### src/rtl/control_unit.sv
// Multi-cycle control unit: two-byte instruction fetch, decode, one or two
// execute cycles, and a sticky HALT. The datapath controls are decoded
// combinationally from the current state and the opcode fields latched in DECODE.
module control_unit (
  input  logic        clock,
  input  logic        reset,
  input  logic [15:0] IROut,
  input  logic        z_flag,
  output logic [3:0]  RegSel_rf,
  output logic [3:0]  ScrSel,
  output logic [2:0]  FunSel3,
  output logic [2:0]  OutASel,
  output logic [2:0]  OutBSel,
  output logic        MuxDSel,
  output logic [4:0]  FunSel5,
  output logic [1:0]  MuxCSel,
  output logic        LH,
  output logic        write,
  output logic        E,
  output logic [1:0]  FunSel2_dr,
  output logic [1:0]  MuxASel,
  output logic [1:0]  MuxBSel,
  output logic [2:0]  RegSel_arf,
  output logic [1:0]  FunSel2_arf,
  output logic [1:0]  OutCSel,
  output logic [1:0]  OutDSel,
  output logic        mem_cs,
  output logic        mem_wr,
  output logic        halted,
  output logic [2:0]  state
);

  typedef enum logic [2:0] {
    StFetchL = 3'd0,
    StFetchH = 3'd1,
    StDecode = 3'd2,
    StExec1  = 3'd3,
    StExec2  = 3'd4,
    StHalt   = 3'd5
  } state_e;

  localparam logic [3:0] OpLdi = 4'h8;
  localparam logic [3:0] OpLd  = 4'h9;
  localparam logic [3:0] OpBra = 4'hA;
  localparam logic [3:0] OpBrz = 4'hB;
  localparam logic [3:0] OpHlt = 4'hF;

  state_e     state_q, state_d;
  logic [3:0] op_q, op_d;
  logic [1:0] dst_q, dst_d;
  logic [2:0] sa_q, sa_d;
  logic [2:0] sb_q, sb_d;

  // IR bits 9 and 2:0 carry no meaning for this instruction set.
  logic unused_ir;
  assign unused_ir = ^{IROut[9], IROut[2:0]};

  // Next-state and field-latch logic.
  always_comb begin
    state_d = StFetchL;
    op_d    = op_q;
    dst_d   = dst_q;
    sa_d    = sa_q;
    sb_d    = sb_q;
    case (state_q)
      StFetchL: state_d = StFetchH;
      StFetchH: state_d = StDecode;
      StDecode: begin
        op_d  = IROut[15:12];
        dst_d = IROut[11:10];
        sa_d  = IROut[8:6];
        sb_d  = IROut[5:3];
        if (IROut[15:12] == OpHlt)     state_d = StHalt;
        else if (IROut[15:12] >= 4'hC) state_d = StFetchL;  // NOP range
        else                           state_d = StExec1;
      end
      StExec1:  state_d = (op_q == OpLd) ? StExec2 : StFetchL;
      StExec2:  state_d = StFetchL;
      StHalt:   state_d = StHalt;
      default:  state_d = StFetchL;  // unused encodings recover to fetch
    endcase
  end

  // State and latched instruction fields; reset aborts any instruction in flight.
  always_ff @(posedge clock or posedge reset) begin
    if (reset) begin
      state_q <= StFetchL;
      op_q    <= 4'h0;
      dst_q   <= 2'b00;
      sa_q    <= 3'b000;
      sb_q    <= 3'b000;
    end else begin
      state_q <= state_d;
      op_q    <= op_d;
      dst_q   <= dst_d;
      sa_q    <= sa_d;
      sb_q    <= sb_d;
    end
  end

  // Datapath control decode from state and latched fields.
  always_comb begin
    RegSel_rf   = 4'b0000;
    ScrSel      = 4'b0000;
    FunSel3     = 3'b000;
    OutASel     = 3'b000;
    OutBSel     = 3'b000;
    MuxDSel     = 1'b0;
    FunSel5     = 5'b00000;
    MuxCSel     = 2'b00;
    LH          = 1'b0;
    write       = 1'b0;
    E           = 1'b0;
    FunSel2_dr  = 2'b00;
    MuxASel     = 2'b00;
    MuxBSel     = 2'b00;
    RegSel_arf  = 3'b000;
    FunSel2_arf = 2'b00;
    OutCSel     = 2'b00;
    OutDSel     = 2'b00;
    mem_cs      = 1'b0;
    mem_wr      = 1'b0;
    halted      = 1'b0;
    case (state_q)
      StFetchL, StFetchH: begin
        // Read memory at PC into one IR half, then increment PC.
        OutDSel     = 2'b00;
        mem_cs      = 1'b1;
        write       = 1'b1;
        LH          = (state_q == StFetchH);
        RegSel_arf  = 3'b100;
        FunSel2_arf = 2'b01;
      end
      StExec1: begin
        if (op_q[3] == 1'b0) begin
          OutASel   = sa_q;
          OutBSel   = sb_q;
          MuxDSel   = 1'b0;
          FunSel5   = {2'b10, op_q[2:0]};
          MuxASel   = 2'b00;
          RegSel_rf = 4'b1000 >> dst_q;
          FunSel3   = 3'b010;
        end else if (op_q == OpLdi) begin
          MuxASel   = 2'b11;
          RegSel_rf = 4'b1000 >> dst_q;
          FunSel3   = 3'b010;
        end else if (op_q == OpLd) begin
          // Memory at AR into DR; register write follows in EXEC2.
          OutDSel    = 2'b01;
          mem_cs     = 1'b1;
          E          = 1'b1;
          FunSel2_dr = 2'b01;
        end else if (op_q == OpBra || (op_q == OpBrz && z_flag)) begin
          MuxBSel     = 2'b11;
          RegSel_arf  = 3'b100;
          FunSel2_arf = 2'b10;
        end
      end
      StExec2: begin
        if (op_q == OpLd) begin
          MuxASel   = 2'b10;
          RegSel_rf = 4'b1000 >> dst_q;
          FunSel3   = 3'b010;
        end
      end
      StHalt:  halted = 1'b1;
      default: ;
    endcase
  end

  assign state = state_q;

endmodule

### config.mk
export PLATFORM = sky130hd
export DESIGN_NAME = control_unit
export DESIGN_NICKNAME = d
export VERILOG_FILES = /design/src/rtl/control_unit.sv
export SDC_FILE = /design/constraint.sdc
export NUM_CORES = 1
export LEC_CHECK = 0
export CAP_MARGIN = 5
export CORE_MARGIN = 2
export CORE_UTILIZATION = 38
export CTS_CLUSTER_DIAMETER = 150
export DETAILED_ROUTE_END_ITERATION = 10
export MAX_ROUTING_LAYER = met4
export PLACE_DENSITY = 0.85
export SLEW_MARGIN = 20
export SYNTH_ARGS = -nofsm -noshare
export SYNTH_HDL_FRONTEND = slang
export SYNTH_SLANG_ARGS = --single-unit
### constraint.sdc
create_clock -name clock -period 3.9 [get_ports clock]
set_clock_uncertainty 0.15 [all_clocks]
set_input_delay 0.39 -clock clock [delete_from_list [all_inputs] [get_ports clock]]
set_output_delay 0.39 -clock clock [all_outputs]
set_load 0.01 [all_outputs]
; Word-level counts from Yosys, hierarchy flattened
; Cells that the tools add are included.
[totals]
ff_bits = 15
latch_bits = 0
mem_bits_rw = 0
romBits = 0
output_inout_bits = 49
word_cells = 70
n_memories = 0
[classes]
addsub = 0
n_mul = 0
n_div = 0
order_cmp = 1
eq_ne = 10
shifts = 1
mux = 49
n_bitwise = 0
n_reduce_logical = 4
[ops]
columns = op, n
row1 = $mux W2, 16
row2 = $mux W3, 10
row3 = $eq A4 B4 Y1 const B, 5
row4 = $pmux W3 S5, 1
row5 = $mux W4, 3
row6 = $pmux W2 S2, 3
row7 = $mux W1, 11
row8 = $mux W5, 2
row9 = $pmux W4 S2, 1
row10 = $eq A3 B2 Y1 const B, 2
row11 = $eq A3 B3 Y1 const B, 2
row12 = $pmux W3 S2, 1
row13 = $ge A4 B4 Y1 const B, 1
row14 = $shr A4 B2 Y4 const A, 1
row15 = $eq A3 B1 Y1 const B, 1
row16 = $logic_not A3 Y1, 1
row17 = $pmux W1 S2, 1
row18 = $reduce_or A2 Y1, 1
row19 = $logic_and A1 B1 Y1, 1
row20 = $logic_or A1 B1 Y1, 1

; Logic depth before layout (Yosys ltp)
; Gate-level depths: netlist of run 1.
[logic_depth]
depth_word = 8
depth_mapped = 5
ltp_nobuf = 3

; Worst setup path after synthesis of run 1
; Ideal clock, no wire load.
[synth_path]
path_type = register to output
startpoint = register state_q[2] (netlist: state[2])
endpoint = output RegSel_arf[2]
arrival_time_ns = 1.402
required_ns = 3.360
slack_ns = 1.958
path_stages_with_launch = 5
path_buffers = 1
path_cell_list = dfrtp_1 buf_6 nand3b_2 nor3_1 or2_2
[synth_via]
elab_chain_cells = 3
elab_cells_between_ends = 5
[synth_rtl]
columns = element, line_no
row1 = from (decl), 48  ; state_e state_q, state_d;
row2 = from (signal assigned), 87  ; state_q <= StFetchL;
row3 = from (signal assigned), 93  ; state_q <= state_d;
row4 = $eq A3 B1 Y1 / $logic_not A3 Y1 (equally long branches), 124  ; case (state_q)
row5 = $reduce_or A2 Y1, 124
row6 = $pmux W3 S2 *, 124
row7 = to (decl), 23  ; output logic [2:0] RegSel_arf,
; Every way passes the cells marked *; elsewhere a longest branch is shown, timed or not.

; Final worst setup path of run 1
[layout_path]
startpoint = register state_q[2] (netlist: state[2])
endpoint = output FunSel5[2]
[layout_via]
elab_chain_cells = 2
[layout_rtl]
columns = element, line_no
row1 = $eq A3 B2 Y1, 124
row2 = $mux W5, 124
row3 = to (decl), 15  ; output logic [4:0] FunSel5,
; No other way between the ends.

==> results.md, run 1 <==
- The count of warnings emitted by yosys is 0.
- The highest layer touched by signal routing is met4.
- The data arrival time of the critical path is 2.12 ns.
- The boundary pin count is 68.
- The max-cap violation count is 0.
- The final route contains 795 vias.
- In this run the mean area of a mapped cell was 9.91 µm².
- The number of buffers on the longest clock path is 2.
- The first global-routing pass estimated 3.30 mm of wire.
- Across every metal layer, demand over resource in global routing totals 13.6%.
- Clock-pin slew was measured on the worst setup and hold paths at 0.09 ns.
- Summing the areas of all and, or, nand and nor instances in the mapped netlist gives 26.0% of the synthesized area.
- In this run the remaining antenna-violating nets after routing total 0.
- Entering global routing, the biggest net connects 16 pins.
- The number of antenna diodes in the final layout is 0.
- The combinational family with the most area after synthesis is simple AND/OR/NAND/NOR gates.
- Based on the critical path, the design can be clocked at up to 376 MHz.
- The number of cells on the worst reg-to-reg path is 3.
- The highest ir drop seen on vdd is 387 µV.
- The tightest min-delay check is of the in2async type.
- The endpoint class of the critical path is an output pin.
- The worst path in the final design needs a cycle of 2.66 ns, including I/O delays and setup.
- The ratio of cells with drive above 1 in the final layout is 15.9%.
- Dividing the detail-routed via count by the number of cells gives 4.54.
- The setup slack of the worst register-to-register path is 2.10 ns.
- Summed over all failing endpoints, the final setup total negative slack is 0 ns.
- For this run, the register share of the synthesized area comes to 36.8%.
- The end of the worst register-to-register path is sa_q[2]$_DFFE_PP0P_.
- Post-CTS repair changed the size of 0 cells.
- The post-synthesis share of cell area spent on full adders, half adders and majority gates is 0%.
- The clock insertion delay at the later pin of the skew report is 0.28 ns.
- In this run the post-CTS setup repair buffer count came out at 0.
- The routability congestion estimate from global placement is 0.727.
- The instance count of the mapped netlist is 103.
- The total number of clock tree sinks is 15.
- Summing the areas of all compound-gate instances in the mapped netlist gives 4.41% of the synthesized area.
- The area of the core is 0.00252 mm².
- Setup repair after global routing left no endpoint under its margin.
- The number of design rule violations left after detail routing is 0.
- The aggregate global routing overflow is 0.
- The detailed-router iteration count before antenna repair is 4.
- The floorplan row count is 18.
- The post-synthesis register bit count is 15.
- The number of setup violations in the final report is 0.
- The synthesized netlist occupies a cell area of 0.00102 mm².
- After detailed routing, the average wire length per cell comes to 11.7 µm.
- The data required time at the worst endpoint is 3.36 ns.
- The launch instance of the worst register-to-register path is state[2]$_DFF_PP0_.
- At the pin with the least slew margin, the transition time is 0.588 ns.
- The count of pins over their slew limit is 0.
- The wire length the detailed router placed on met1 is 884 µm.
- The via count of the first global-routing pass was 737.
- The worst setup path is launched from a flop.
- After detailed routing, the met2 layer carries 966 µm of wire.
- The final period utilization is 68.2%.
- The root buffer cell is sky130_fd_sc_hd__clkbuf_4.
- The routed design uses 199 µm of met3 wire.
- The count of buffers added on input and output ports is 46.
- Cells fill 56.4% of the core in the end.
- In this run the tightest slew margin relative to its limit is 60.8%.
- The portion of synthesized area spent on multiplexers is 13.2%.
- In this run the worst setup path begins at state[2]$_DFF_PP0_.
- The initial antenna violation count is 0.
- Leaving out filler cells and counting taps, the final layout contains 175.
- For this run, the post-layout net count is 165.
- The starting density of the core is 40.5%.
- The critical path is of the reg2out type.
- The run finished with clean final reports.
- CTS built an H-tree with a depth of 1.
- The analysis attributes to cell leakage a power of 0.602 nW.
- In this run the vertical extent of the chip is 55.8 µm.
- Summed over all nets, the half-perimeter wirelength after detailed placement is 1.61 mm.
- The area added between synthesis and finish is 39.5%.
- Including well taps, the total number of placed cells is 171.
- TritonCTS built the clock tree.
- The floorplan step defined a die boundary enclosing 0.00312 mm².
- The number of clock buffers added by TritonCTS is 3.
- Wires add up to 2.06 mm.
- Measured along the x axis, the die boundary spans 55.8 µm.
- Power spread over the standard cell area amounts to 634 mW/mm².
- The number of endpoints with negative hold slack in the final report came to 0.
- The number of hold buffers added after cts is 0.
- The maximum net fanout on the critical path is 11.
- After Yosys synthesis, XOR and XNOR cells account for 0% of the synthesized area.
- The count of unique library cells instantiated by Yosys is 30.
- For this block, the initial DRC count from the detailed router was 5.
## area by class of cell
cell class | count | area [µm²]
Tap cell | 30 | 37.5
Inverter | 4 | 15.0
Clock buffer | 4 | 26.3
Sequential cell | 15 | 375
Multi-Input combinational cell | 76 | 509
Timing Repair Buffer | 46 | 460
Fill cell | 228 | 1100
## critical path, stage by stage (launching register included)
cell,delay [ns]
sky130_fd_sc_hd__dfrtp_1,0.49
sky130_fd_sc_hd__nand3b_2,0.30
sky130_fd_sc_hd__nor2_2,0.31
sky130_fd_sc_hd__and2_1,0.18
sky130_fd_sc_hd__clkdlybuf4s50_1,0.56
## cells by family after synthesis
group           count (synthesis)
simple gates                   41
buf+inv                        28
mux                            12
other cells                     1
flops                          15
compound gates                  6
## cells in the final DEF, fill, tap and decap left out, drive strengths merged, types with 2 or more instances in the layout
master          n
nor3b           3
nand3           2
clkdlybuf4s50  46
conb           17
clkbuf          4
nor2            7
dfrtp          15
mux2           12
and2           10
nand3b          4
nor3            3
inv             4
nand2           4
nand2b          2
o31ai           2
## Yosys cell counts
master | n | area share, %
sky130_fd_sc_hd__and3b_1 | 1 | 0.86
sky130_fd_sc_hd__a22oi_2 | 1 | 1.2
sky130_fd_sc_hd__or2_2 | 1 | 0.61
sky130_fd_sc_hd__o21a_1 | 1 | 0.74
sky130_fd_sc_hd__nor3b_2 | 1 | 1.2
sky130_fd_sc_hd__o31ai_1 | 2 | 1.5
sky130_fd_sc_hd__nand2b_1 | 1 | 0.61
sky130_fd_sc_hd__nand2_1 | 4 | 1.5
sky130_fd_sc_hd__conb_1 | 1 | 0.37
sky130_fd_sc_hd__nand2b_4 | 1 | 1.3
sky130_fd_sc_hd__nor2b_1 | 1 | 0.61
sky130_fd_sc_hd__o21ai_0 | 1 | 0.49
sky130_fd_sc_hd__nor3b_1 | 2 | 1.5
sky130_fd_sc_hd__nor2_1 | 5 | 1.8
sky130_fd_sc_hd__inv_1 | 4 | 1.5
sky130_fd_sc_hd__nor3_1 | 3 | 1.5
sky130_fd_sc_hd__buf_6 | 1 | 1.1
sky130_fd_sc_hd__a21oi_1 | 1 | 0.49
sky130_fd_sc_hd__buf_4 | 22 | 16
sky130_fd_sc_hd__or4_1 | 1 | 0.74
sky130_fd_sc_hd__buf_2 | 1 | 0.49
sky130_fd_sc_hd__nand3_1 | 2 | 0.98
sky130_fd_sc_hd__and2_1 | 10 | 6.1
sky130_fd_sc_hd__dfrtp_1 | 15 | 37
sky130_fd_sc_hd__nand3b_2 | 1 | 1.1
sky130_fd_sc_hd__and4_1 | 1 | 0.86
sky130_fd_sc_hd__mux2_2 | 12 | 13
sky130_fd_sc_hd__nand3b_1 | 3 | 2.2
sky130_fd_sc_hd__and4bb_2 | 1 | 1.2
sky130_fd_sc_hd__nor2_2 | 2 | 1.2
## routing by layer
metal / GRT usage (%) / vias to the layer above
met5: - / -
met4: 5.78 / 0
met3: 4.19 / 2
met2: 22.3 / 44
met1: 15.5 / 359
li1: - / 390
## through the flow
stage                     hold WS, ns  setup WS [ns]  power, mW  area [µm²]
after floorplan                 0.141           1.96      0.630        1080
after global placement          0.332           1.52      0.805        1400
after detailed placement        0.337           1.49      0.821        1400
after CTS                       0.331           1.22      0.914        1420
after global routing            0.360           1.09      0.973        1420
final                           0.322           1.24      0.903        1420
## state kept, by name, summed over array words and instances (netlist names)
signal  flops
op_q        4
sa_q        3
sb_q        3
state       3
dst_q       2
## power breakdown
group | internal [mW] | total, mW | switching (mW)
clock network | 0.0396 | 0.0890 | 0.0494
registers | 0.233 | 0.327 | 0.0942
logic | 0.297 | 0.486 | 0.189
## worst max-delay path by stage
stage,depth (start not counted),endpoint,slack [ns]
floorplan,4,RegSel_arf[2],1.96
global placement,5,RegSel_arf[2],1.52
detailed placement,5,RegSel_arf[2],1.49
CTS,4,FunSel5[2],1.22
global route,4,FunSel5[2],1.09
finish,4,FunSel5[2],1.24
Note: power is estimated with default switching activity, not from simulation.
==> run 2, diff against run 1 <==
--- a/config.mk
+++ b/config.mk
@@ -7,11 +7,11 @@
 export LEC_CHECK = 0
 export CAP_MARGIN = 5
 export CORE_MARGIN = 2
-export CORE_UTILIZATION = 38
+export CORE_UTILIZATION = 32
 export CTS_CLUSTER_DIAMETER = 150
 export DETAILED_ROUTE_END_ITERATION = 10
 export MAX_ROUTING_LAYER = met4
-export PLACE_DENSITY = 0.85
+export PLACE_DENSITY = 0.76
 export SLEW_MARGIN = 20
 export SYNTH_ARGS = -nofsm -noshare
 export SYNTH_HDL_FRONTEND = slang
==> constraint.sdc (replaced) <==
create_clock -name clock -period 2.1 [get_ports clock]
set_clock_uncertainty 0.15 [all_clocks]
set_input_delay 0.21 -clock clock [delete_from_list [all_inputs] [get_ports clock]]
set_output_delay 0.21 -clock clock [all_outputs]
set_load 0.01 [all_outputs]
==> run 2 against run 1 <==
Against the previous run: register-to-register slack worse by 1.6 ns; first-iteration DRC count up 80%; via count up 15%; critical endpoint is now RegSel_rf[3]; non-clock buffer count up 18; critical path type unchanged; clock power up 85%; combinational power rose to 2.5 times the previous value; largest cell class is now non-clock buffers; setup slack worse by 1.1 ns; sequential cell count unchanged.
==> results.md, run 2 (synthesis gave the netlist of run 1 again) <==
- The internal power is 1.21 mW (was 0.570 mW).
- The max-cap violation count is 0 (unchanged).
- Most used cells in the layout excluding fill and tap cells: sky130_fd_sc_hd__clkdlybuf4s50_1, sky130_fd_sc_hd__dlygate4sd2_1, sky130_fd_sc_hd__conb_1, sky130_fd_sc_hd__buf_4 (was sky130_fd_sc_hd__clkdlybuf4s50_1, sky130_fd_sc_hd__conb_1, sky130_fd_sc_hd__dfrtp_1).
- The count of buffer and inverter cells on the critical path is 2 (was 1).
- The boundary pin count is 68 (unchanged).
- The family with the most delay on the worst path is flip-flops (was simple AND/OR/NAND/NOR gates).
- The number of hold buffers added after cts is 0 (unchanged).
- The share of power burned in combinational logic came to 62.1% (was 53.9%).
- The number of antenna repair diodes is 0 (unchanged).
- The maximum achievable frequency is 502 MHz.
- The overall die area is 0.00366 mm² (was 0.00312 mm²).
- The initial antenna violation count is 0 (unchanged).
- The most flop-heavy register is op_q (unchanged).
- The starting density of the core came to 33.4% (was 40.5%).
- The number of endpoints with negative hold slack in the final report was 0 (unchanged).
- The total of buffers placed on input and output ports is 46 (unchanged).
- The worst stage delay on the critical path is 0.46 ns (was 0.56 ns).
- The highest ir drop seen on vdd is 608 µV (was 387 µV).
- The final period utilization is 94.9%.
- The number of non-filler instances in the completed layout is 208 (was 175).
- The H-tree depth is 1 (unchanged).
- The proportion of power drawn by flip-flops and latches is 29.5% (was 36.2%).
- The routability congestion estimate from global placement was 0.764 (was 0.727).
- The number of design rule violations left after detail routing is 0 (unchanged).
- The total net switching power came to 0.749 mW (was 0.333 mW).
- The number of buffers on the longest clock path is 2 (unchanged).
- The nature of the critical path startpoint is a flop (unchanged).
- The via count of the first global-routing pass is 863 (was 737).
- The area added between synthesis and finish was 57.8% (was 39.5%).
- Run status: finished clean (unchanged).
- The maximum net fanout on the critical path is 5 (was 11).
- The library cell contributing the largest single delay on the critical path is sky130_fd_sc_hd__dfrtp_2 (was sky130_fd_sc_hd__clkdlybuf4s50_1).
- The worst hold margin is 0.124 ns (was 0.322 ns).
- The classification of the worst-slack hold path is in2async (unchanged).
- The root buffer cell is sky130_fd_sc_hd__clkbuf_4 (unchanged).
- The shortest clock period the worst path allows after layout is 1.99 ns.
- The number of DRC markers in iteration 0 was 9 (was 5).
- The area of the core is 0.00305 mm² (was 0.00252 mm²).
- The maximum number of pins on one net before global-route repair is 16 (unchanged).
- The data arrival time of the critical path is 1.63 ns (was 2.12 ns).
- The total power density per cell area is 1210 mW/mm² (was 634 mW/mm²).
- The clock network fraction of design power was 8.4% (was 9.9%).
- The endpoint class of the critical path is an output pin (unchanged).
- The final layout net count was 184 (was 165).
- The aggregate global routing overflow was 0 (unchanged).
- The core utilization of the finished layout was 52.8% (was 56.4%).
- The max-slew headroom at the worst pin is 61.8% (was 60.8%).
- Crit path cell chain: nor3b_4 -> a22oi_2 -> buf_4 -> nor3_1 -> clkbuf_2 (was nand3b_2 -> nor2_2 -> and2_1 -> clkdlybuf4s50_1).
- The flip-flop count of the largest register after layout is 4 (unchanged).
- The global-route wire length before repair came to 3.86 mm (was 3.30 mm).
- The cell count after placement is 191 (was 171).
- The global router's overall resource usage is 14.3% (was 13.6%).
- The count of pins over their slew limit is 0 (unchanged).
- The ratio of cells with drive above 1 in the final layout was 33.5% (was 15.9%).
- The static leakage came to 0.855 nW (was 0.602 nW).
- The switching fraction of total power is 38.2% (was 36.9%).
- The detailed-placement wirelength estimate came to 1.81 mm (was 1.61 mm).
- The count of vias placed by the detailed router was 914 (was 795).
- The floorplan row count is 20 (was 18).
- The total clock buffers created by CTS is 3 (unchanged).
- The number of antenna-violating nets in the routed design is 0 (unchanged).
- The type of the worst setup path is reg2out (unchanged).
- The total number of clock tree sinks was 15 (unchanged).
- The detailed-route vias per instance is 4.39 (was 4.54).
- The clock insertion delay at the later pin of the skew report is 0.28 ns (about the same).
- The data required time at the worst endpoint is 1.74 ns (was 3.36 ns).
- The die height is 60.5 µm (was 55.8 µm).
- The clock-pin slew on the worst setup and hold paths is 0.09 ns (about the same).
- The transition time at the pin with the least slew margin is 0.573 ns (was 0.588 ns).
- The number of setup violations in the final report came to 0 (unchanged).
- The x dimension of the die is 60.5 µm (was 55.8 µm).
- The sum of routed wire length over all layers is 2.49 mm (was 2.06 mm).
- The routed length per instance was 12.0 µm (was 11.7 µm).
- The detailed-router iteration count before antenna repair is 4 (unchanged).
- The clock tree from TritonCTS is done (unchanged).
[run 2: cell count changes in the layout (fill, tap and decap cells not counted), sizes merged]
cell	delta
dlymetal6s2s	+3
clkdlybuf4s15	+1
clkbuf	+2
dlygate4sd2	+19
nor2	+1
buf	+19
clkdlybuf4s50	-27
clkinv	+1
[run 2: final timing paths]
kind | from | cells past startpoint | slack, ns | end
setup / recovery | op_q[2]$_DFFE_PP0P_ | 5 | 0.11 | RegSel_rf[3]
hold reg to reg | sa_q[2]$_DFFE_PP0P_ | 1 | 0.36 | sa_q[2]$_DFFE_PP0P_
min in group clock | sa_q[2]$_DFFE_PP0P_ | 1 | 0.36 | sa_q[2]$_DFFE_PP0P_
setup reg to reg | state[2]$_DFF_PP0_ | 5 | 0.46 | op_q[3]$_DFFE_PP0P_
max in group asynchronous | reset | 2 | 1.27 | op_q[0]$_DFFE_PP0P_
hold / removal | reset | 2 | 0.12 | sb_q[0]$_DFFE_PP0P_
[run 2: power groups by stage]
stage	sequential [mW]	combinational [mW]	clock (mW)
6_report	0.577	1.22	0.165
5_1_grt	0.598	1.32	0.184
4_1_cts	0.585	1.11	0.172
3_5_place_dp	0.565	1.05	0
3_3_place_gp	0.551	1.01	0
2_1_floorplan	0.544	0.626	0
[run 2: worst reg2reg max path, delay by kind of cell, from the launching register on]
family	cells	cell delay (ns)
simple gates	2	0.22
flops	1	0.42
buf+inv	2	0.38
mux	1	0.36
[run 2: area by class of cell]
| type | count | area (µm²) |
|---|---|---|
| Clock buffer | 3 | 22.5 |
| Inverter | 4 | 15.0 |
| Fill cell | 311 | 1440 |
| Clock inverter | 1 | 5.00 |
| Tap cell | 44 | 55.1 |
| Timing Repair Buffer | 64 | 572 |
| Multi-Input combinational cell | 77 | 563 |
| Sequential cell | 15 | 379 |
[run 2: through the flow]
step                setup slack, ns  area (µm²)  total power, mW  TNS, ns
floorplan                     0.338        1080             1.17        0
global placement             0.0817        1460             1.56        0
detailed placement          0.00559        1460             1.61        0
CTS                         -0.0136        1550             1.86  -0.0136
global route                -0.0301        1610             2.10   -0.101
finish                        0.108        1610             1.96        0
[run 2: what timing repair did]
action	CTS	global route
cloned	1	0
hold endpoints to repair	0	0
resized for setup	38	13
buffers inserted	5	7
endpoints found under the setup margin	25	8
pin swaps	5	2
[run 2: layer usage]
metal,global-route usage (%),routed length (µm),up-vias
li1,-,-,431
met2,25.0,1270,50
met4,4.97,59,0
met3,2.35,173,6
met1,16.5,981,427
met5,-,0,-
==> run 3, diff against run 2 <==
--- a/config.mk
+++ b/config.mk
@@ -12,6 +12,7 @@
 export DETAILED_ROUTE_END_ITERATION = 10
 export MAX_ROUTING_LAYER = met4
 export PLACE_DENSITY = 0.76
+export REMOVE_ABC_BUFFERS = 1
 export SLEW_MARGIN = 20
 export SYNTH_ARGS = -nofsm -noshare
 export SYNTH_HDL_FRONTEND = slang
==> run 3 against run 2 <==
Against the previous run: utilization fell by 1.6 points; highest routed layer unchanged; non-clock buffer count decreased by 5; critical path type unchanged; sequential cell count unchanged.
==> results.md, run 3 (synthesis gave the netlist of run 1 again) <==
- The max-cap violation count came to 0 (unchanged).
- The count of vias placed by the detailed router was 879 (was 914).
- The shortest clock period the worst path allows after layout is 2.07 ns (was 1.99 ns).
- The number of antenna repair diodes was 0 (unchanged).
- The die height came to 60.5 µm (unchanged).
- The overall die area is 0.00366 mm² (unchanged).
- The detailed-placement wirelength estimate came to 1.84 mm (was 1.81 mm).
- The maximum net fanout on the critical path was 5 (unchanged).
- The flip-flop count of the largest register after layout is 4 (unchanged).
- The core utilization of the finished layout is 51.1% (was 52.8%).
- The count of pins over their slew limit came to 0 (unchanged).
- The detailed-router iteration count before antenna repair is 4 (unchanged).
- The type of the worst setup path is reg2out (unchanged).
- The total of buffers placed on input and output ports was 46 (unchanged).
- The final layout net count is 179 (was 184).
- The root buffer cell is sky130_fd_sc_hd__clkbuf_4 (unchanged).
- The launch point of the worst path is state[1]$_DFF_PP0_ (was op_q[2]$_DFFE_PP0P_).
- Setup repair after global routing could not meet its margin everywhere.
- The number of endpoints with negative hold slack in the final report is 0 (unchanged).
- The global router's overall resource usage was 15.2% (was 14.3%).
- The final period utilization is 98.7% (was 94.9%).
- The nature of the critical path startpoint is a flop (unchanged).
- The number of setup violations in the final report was 0 (unchanged).
- The data arrival time of the critical path is 1.71 ns (was 1.63 ns).
- The static leakage came to 0.801 nW (was 0.855 nW).
- The clock insertion delay at the later pin of the skew report came to 0.27 ns (was 0.28 ns).
- The floorplan row count came to 20 (unchanged).
- The area added between synthesis and finish was 52.9% (was 57.8%).
- The aggregate global routing overflow is 0 (unchanged).
- The number of buffers on the longest clock path is 2 (unchanged).
- The data required time at the worst endpoint came to 1.74 ns (about the same).
- The boundary pin count was 68 (unchanged).
- The classification of the worst-slack hold path is in2async (unchanged).
- The max-slew headroom at the worst pin is 62.7% (was 61.8%).
- The number of design rule violations left after detail routing is 0 (unchanged).
- Run status: finished clean (unchanged).
- The clock-pin slew on the worst setup and hold paths came to 0.09 ns (about the same).
- The global-route wire length before repair is 3.97 mm (was 3.86 mm).
- The routed length per instance was 12.7 µm (was 12.0 µm).
- The area of the core is 0.00305 mm² (unchanged).
- The initial antenna violation count is 0 (unchanged).
- The routability congestion estimate from global placement is 0.737 (was 0.764).
- The highest ir drop seen on vdd was 454 µV (was 608 µV).
- The instance area after placement is 0.00146 mm² (unchanged).
- The maximum achievable frequency is 483 MHz (was 502 MHz).
- The x dimension of the die was 60.5 µm (unchanged).
- The clock tree from TritonCTS is done (unchanged).
- The starting density of the core was 33.4% (unchanged).
- The number of DRC markers in iteration 0 is 20 (was 9).
- The maximum number of pins on one net before global-route repair came to 16 (unchanged).
- The H-tree depth is 1 (unchanged).
- The total number of clock tree sinks is 15 (unchanged).
- The detailed-route vias per instance is 4.33 (was 4.39).
- The number of hold buffers added after cts is 0 (unchanged).
- Most used cells in the layout excluding fill and tap cells: sky130_fd_sc_hd__clkdlybuf4s50_1, sky130_fd_sc_hd__conb_1, sky130_fd_sc_hd__dlygate4sd2_1 (was sky130_fd_sc_hd__clkdlybuf4s50_1, sky130_fd_sc_hd__dlygate4sd2_1, sky130_fd_sc_hd__conb_1, sky130_fd_sc_hd__buf_4).
- The launch instance of the worst register-to-register path is state[2]$_DFF_PP0_ (unchanged).
- The total power density per cell area is 1210 mW/mm² (about the same).
- Leaving out fill and tap cells, the most frequent cell in the layout is sky130_fd_sc_hd__clkdlybuf4s50_1.
- The number of non-filler instances in the completed layout is 203 (was 208).
- The endpoint class of the critical path is an output pin (unchanged).
- The cell count after placement is 191 (unchanged).
- The most flop-heavy register was op_q (unchanged).
- The ratio of cells with drive above 1 in the final layout was 30.8% (was 33.5%).
- The number of antenna-violating nets in the routed design was 0 (unchanged).
- The transition time at the pin with the least slew margin is 0.559 ns (was 0.573 ns).
- The sum of routed wire length over all layers is 2.58 mm (was 2.49 mm).
- The via count of the first global-routing pass is 816 (was 863).
- The total clock buffers created by CTS is 3 (unchanged).
- The area of all placed cells without fillers is 0.00156 mm² (was 0.00161 mm²).
## run 3: changes by cell type in the layout (fill, tap and decap cells not counted)
cell / previous run / this run
sky130_fd_sc_hd__buf_4: 17 / 13
sky130_fd_sc_hd__clkdlybuf4s50_1: 19 / 22
sky130_fd_sc_hd__dfrtp_1: 12 / 10
sky130_fd_sc_hd__dfrtp_2: 3 / 5
sky130_fd_sc_hd__dlygate4sd2_1: 19 / 17
sky130_fd_sc_hd__buf_12: 1 / 0
sky130_fd_sc_hd__clkbuf_2: 3 / 2
sky130_fd_sc_hd__clkdlybuf4s15_1: 1 / 2
sky130_fd_sc_hd__dlymetal6s2s_1: 3 / 2
sky130_fd_sc_hd__nor2_1: 4 / 5
sky130_fd_sc_hd__nor2_2: 2 / 1
sky130_fd_sc_hd__nor3b_1: 1 / 2
sky130_fd_sc_hd__nor3b_2: 1 / 0
## run 3: path summary, 6_finish.rpt
kind	to	slack, ns	cells after the start
min reg2reg	sb_q[0]$_DFFE_PP0P_	0.36	1
max	RegSel_rf[2]	0.03	4
max in group asynchronous	state[0]$_DFF_PP0_	1.27	2
max reg2reg	sa_q[1]$_DFFE_PP0P_	0.47	5
min	sb_q[0]$_DFFE_PP0P_	0.12	2
min in group clock	sb_q[0]$_DFFE_PP0P_	0.36	1
## run 3: per-stage QoR
stage / setup TNS (ns) / hold WS (ns) / total power, mW / worst slack [ns]
after floorplan: 0 / -0.0385 / 1.10 / 0.186
after global placement: 0 / 0.333 / 1.56 / 0.0817
after detailed placement: 0 / 0.338 / 1.61 / 0.0215
after CTS: 0 / 0.140 / 1.84 / 0.00209
after global routing: -0.0911 / 0.153 / 2.03 / -0.0666
final: 0 / 0.123 / 1.88 / 0.0278
## run 3: routing by layer
layer,vias to the layer above,share of wire [%],global-route usage (%)
li1,416,-,-
met1,414,37,17.5
met2,47,55,27.0
met3,2,7.4,2.13
met4,0,0.31,5.59
met5,-,0,-
## run 3: critical path, stage by stage (launching register included)
cell and delay (ns):
sky130_fd_sc_hd__dfrtp_2 0.45, sky130_fd_sc_hd__and4bb_2 0.34, sky130_fd_sc_hd__a22oi_2 0.11, sky130_fd_sc_hd__nor3b_1 0.23, sky130_fd_sc_hd__dlygate4sd2_1 0.31
## run 3: layout make-up
class	instances	area (µm²)
Multi-Input combinational cell	77	556
Clock buffer	3	22.5
Tap cell	44	55.1
Sequential cell	15	382
Clock inverter	1	5.00
Timing Repair Buffer	59	527
Fill cell	312	1490
Inverter	4	15.0
## run 3: what timing repair did
action	4_1_cts	5_1_grt
gates cloned	1	0
resized for setup	35	10
setup endpoints to repair	24	9
buffers inserted	3	4
pin swaps	3	3
## run 3: report_power, final
part / total, mW / internal [mW] / switching (mW) / leakage, nW
clock network: 0.159 / 0.0705 / 0.0885 / 0.0177
logic: 1.14 / 0.634 / 0.501 / 0.611
registers: 0.589 / 0.444 / 0.145 / 0.173
==> variant (flow settings as in run 1) <==
Make the reset (`reset`) synchronous in one clocked block.
--- a/src/rtl/control_unit.sv
+++ b/src/rtl/control_unit.sv
@@ -82,7 +82,7 @@
   end
 
   // State and latched instruction fields; reset aborts any instruction in flight.
-  always_ff @(posedge clock or posedge reset) begin
+  always_ff @(posedge clock) begin
     if (reset) begin
       state_q <= StFetchL;
       op_q    <= 4'h0;
Function: differs if reset is asserted again (counterexample within 4 cycles, from zero or initial values and one cycle with reset high); with reset held inactive, the same outputs for 10 cycles.
==> variant against run 1 <==
Utilization is 0.22 points lower. Wire length is 4.1% higher. Cell area is 4.0% lower. Worst setup slack worse by 0.093 ns. Area after synthesis is 6.7% lower. Sequential cell count stayed put. Die area is 6.3% lower. Critical path type unchanged.
Power is not compared: it rests on default switching activity, and its combinational part moved more than twofold at a synthesized area within 25%.
==> variant: results (changes against run 1) <==
outcome:
  status: "finished, final reports clean"  # unchanged
power_and_ir_drop:
  internal_power_mw: 0.238
cells_and_area:
  fraction_of_layout_cells_with_a_size_suffix_above_1_pct: 5.33  # was 15.9%
  fillCellCount: 260  # was 228
  largest-register: "op_q"  # unchanged
routing:
  route.met3.wl_um: 130  # was 199 um
  dr_total_vias: 918  # was 795
  wl_met1_um: 934  # was 884 um
  met2WireLength_mm: 1.07  # was 966 um
  routedWlPerCell_um: 10.7  # was 11.7 um
  vias_per_cell: 4.61  # was 4.54
yosys:
  synthTopCellsByCount: "27 x sky130_fd_sc_hd__nand2_1, 20 x sky130_fd_sc_hd__buf_4, 15 x sky130_fd_sc_hd__dfxtp_1, 14 x sky130_fd_sc_hd__a21oi_1, 10 x sky130_fd_sc_hd__and2_1"  # was 22 x sky130_fd_sc_hd__buf_4, 15 x sky130_fd_sc_hd__dfrtp_1, 12 x sky130_fd_sc_hd__mux2_2, 10 x sky130_fd_sc_hd__and2_1, 5 x sky130_fd_sc_hd__nor2_1
  synthDistinctLibCells: 28  # was 30
  yosysSeqAreaShare_pct: 31.5  # was 36.8%
  postSynthCellCount: 128  # was 103
  synthArstFlopShare_pct: 0  # was 100%
  netlist_top_cells_area: "sky130_fd_sc_hd__dfxtp_1 32%, sky130_fd_sc_hd__buf_4 16%, sky130_fd_sc_hd__nand2_1 11%, sky130_fd_sc_hd__a21oi_1 7.4%, sky130_fd_sc_hd__and2_1 6.6%"  # was sky130_fd_sc_hd__dfrtp_1 37%, sky130_fd_sc_hd__buf_4 16%, sky130_fd_sc_hd__mux2_2 13%, sky130_fd_sc_hd__and2_1 6.1%, sky130_fd_sc_hd__nand3b_1 2.2%
grt:
  global_route.usage.total_pct: 16.1  # was 13.6%
  grt_pass1_wl_mm: 3.38  # was 3.30 mm
  first_global_vias: 762  # was 737
placed_design:
  place.detailed.hpwl_mm: 1.65  # was 1.61 mm
  gpl.final_weighted_congestion: 0.682  # was 0.727
  post-place-cells: 195  # was 171
worst_setup_path:
  setup.reg_to_reg.worst_slack_ns: 2.23  # was 2.10 ns
  reg2reg_to: "state[2]"  # was sa_q[2]
  worstPathMaxFanout: 7  # was 11
  cp_data_arrival_time_ns: 2.21  # was 2.12 ns
  regToRegStartpoint: "op_q[3]"  # was state[2]
hold_path:
  min-delay-path-class: "reg2reg"  # was in2async
cts:
  clk_path_buf_depth: 2  # unchanged
  worst_skew_pair.late_latency_ns: 0.28  # about the same
timing:
  tightestPinTransition_ns: 0.556  # was 0.588 ns
[variant: cell count changes after synthesis, moves of 3 or more]
cell | run 1 | this run
sky130_fd_sc_hd__nand2_1 | 4 | 27
sky130_fd_sc_hd__dfrtp_1 | 15 | 0
sky130_fd_sc_hd__dfxtp_1 | 0 | 15
sky130_fd_sc_hd__a21oi_1 | 1 | 14
sky130_fd_sc_hd__mux2_2 | 12 | 0
sky130_fd_sc_hd__buf_2 | 1 | 4
[variant: layout make-up]
cell class	count	area, um2	area share, %
clock buffer	3	22.5	1.65
multi-input combinational	99	519	38.0
timing repair buffer	47	468	34.2
inverter	4	15.0	1.10
sequential	15	300	22.0
clock inverter	1	5.00	0.366
tap	30	37.5	2.74
[variant: worst max-delay path: cells and delay by family, from the launching register on]
family / cells / cell delay (ns)
buffers and inverters: 1 / 0.56
DFF: 1 / 0.46
and+or+nand+nor: 2 / 0.82
AOI/OAI and AO/OA: 1 / 0.09
[variant: how the worst max path moves through the flow]
| stage | to | slack (ns) | depth (start not counted) |
|---|---|---|---|
| after CTS | OutBSel[0] | 1.16 | 4 |
| after floorplan | FunSel2_dr[0] | 1.94 | 4 |
| final | mem_cs | 1.15 | 4 |
| after global routing | OutBSel[0] | 0.98 | 4 |
| after global placement | mem_cs | 1.51 | 4 |
| after detailed placement | mem_cs | 1.47 | 4 |
[variant: cells by family (layout without fill, tap and decap cells)]
logic type / after synthesis / in the layout / share of synthesized area, %
simple gates: 60 / 60 / 33.6
compound gates: 22 / 22 / 14.2
other cells: 1 / 17 / 0.394
buf+inv: 30 / 55 / 20.2
flops: 15 / 15 / 31.5
[variant: routing by layer]
layer | vias to the layer above | track usage (%)
met5 | - | -
met4 | 0 | 5.00
met2 | 32 | 24.2
met1 | 413 | 21.7
li1 | 471 | -
met3 | 2 | 3.06
[variant: power groups by stage]
stage	registers, mW	logic, mW	clock network, mW
2_1_floorplan	0.170	0.0544	0
3_3_place_gp	0.173	0.0735	0
3_5_place_dp	0.174	0.0754	0
4_1_cts	0.170	0.0757	0.0885
5_1_grt	0.172	0.0842	0.0972
6_report	0.170	0.0751	0.0864
[variant: stage by stage]
| stage | util [%] | area (um2) | hold slack [ns] | power, mW |
|---|---|---|---|---|
| detailed placement | 55.1 | 1340 | 0.292 | 0.249 |
| CTS | 56.2 | 1370 | 0.305 | 0.334 |
| global route | 56.2 | 1370 | 0.325 | 0.353 |
| global placement | 55.1 | 1340 | 0.288 | 0.247 |
| finish | 56.2 | 1370 | 0.305 | 0.332 |
| floorplan | - | 1010 | 0.282 | 0.224 |
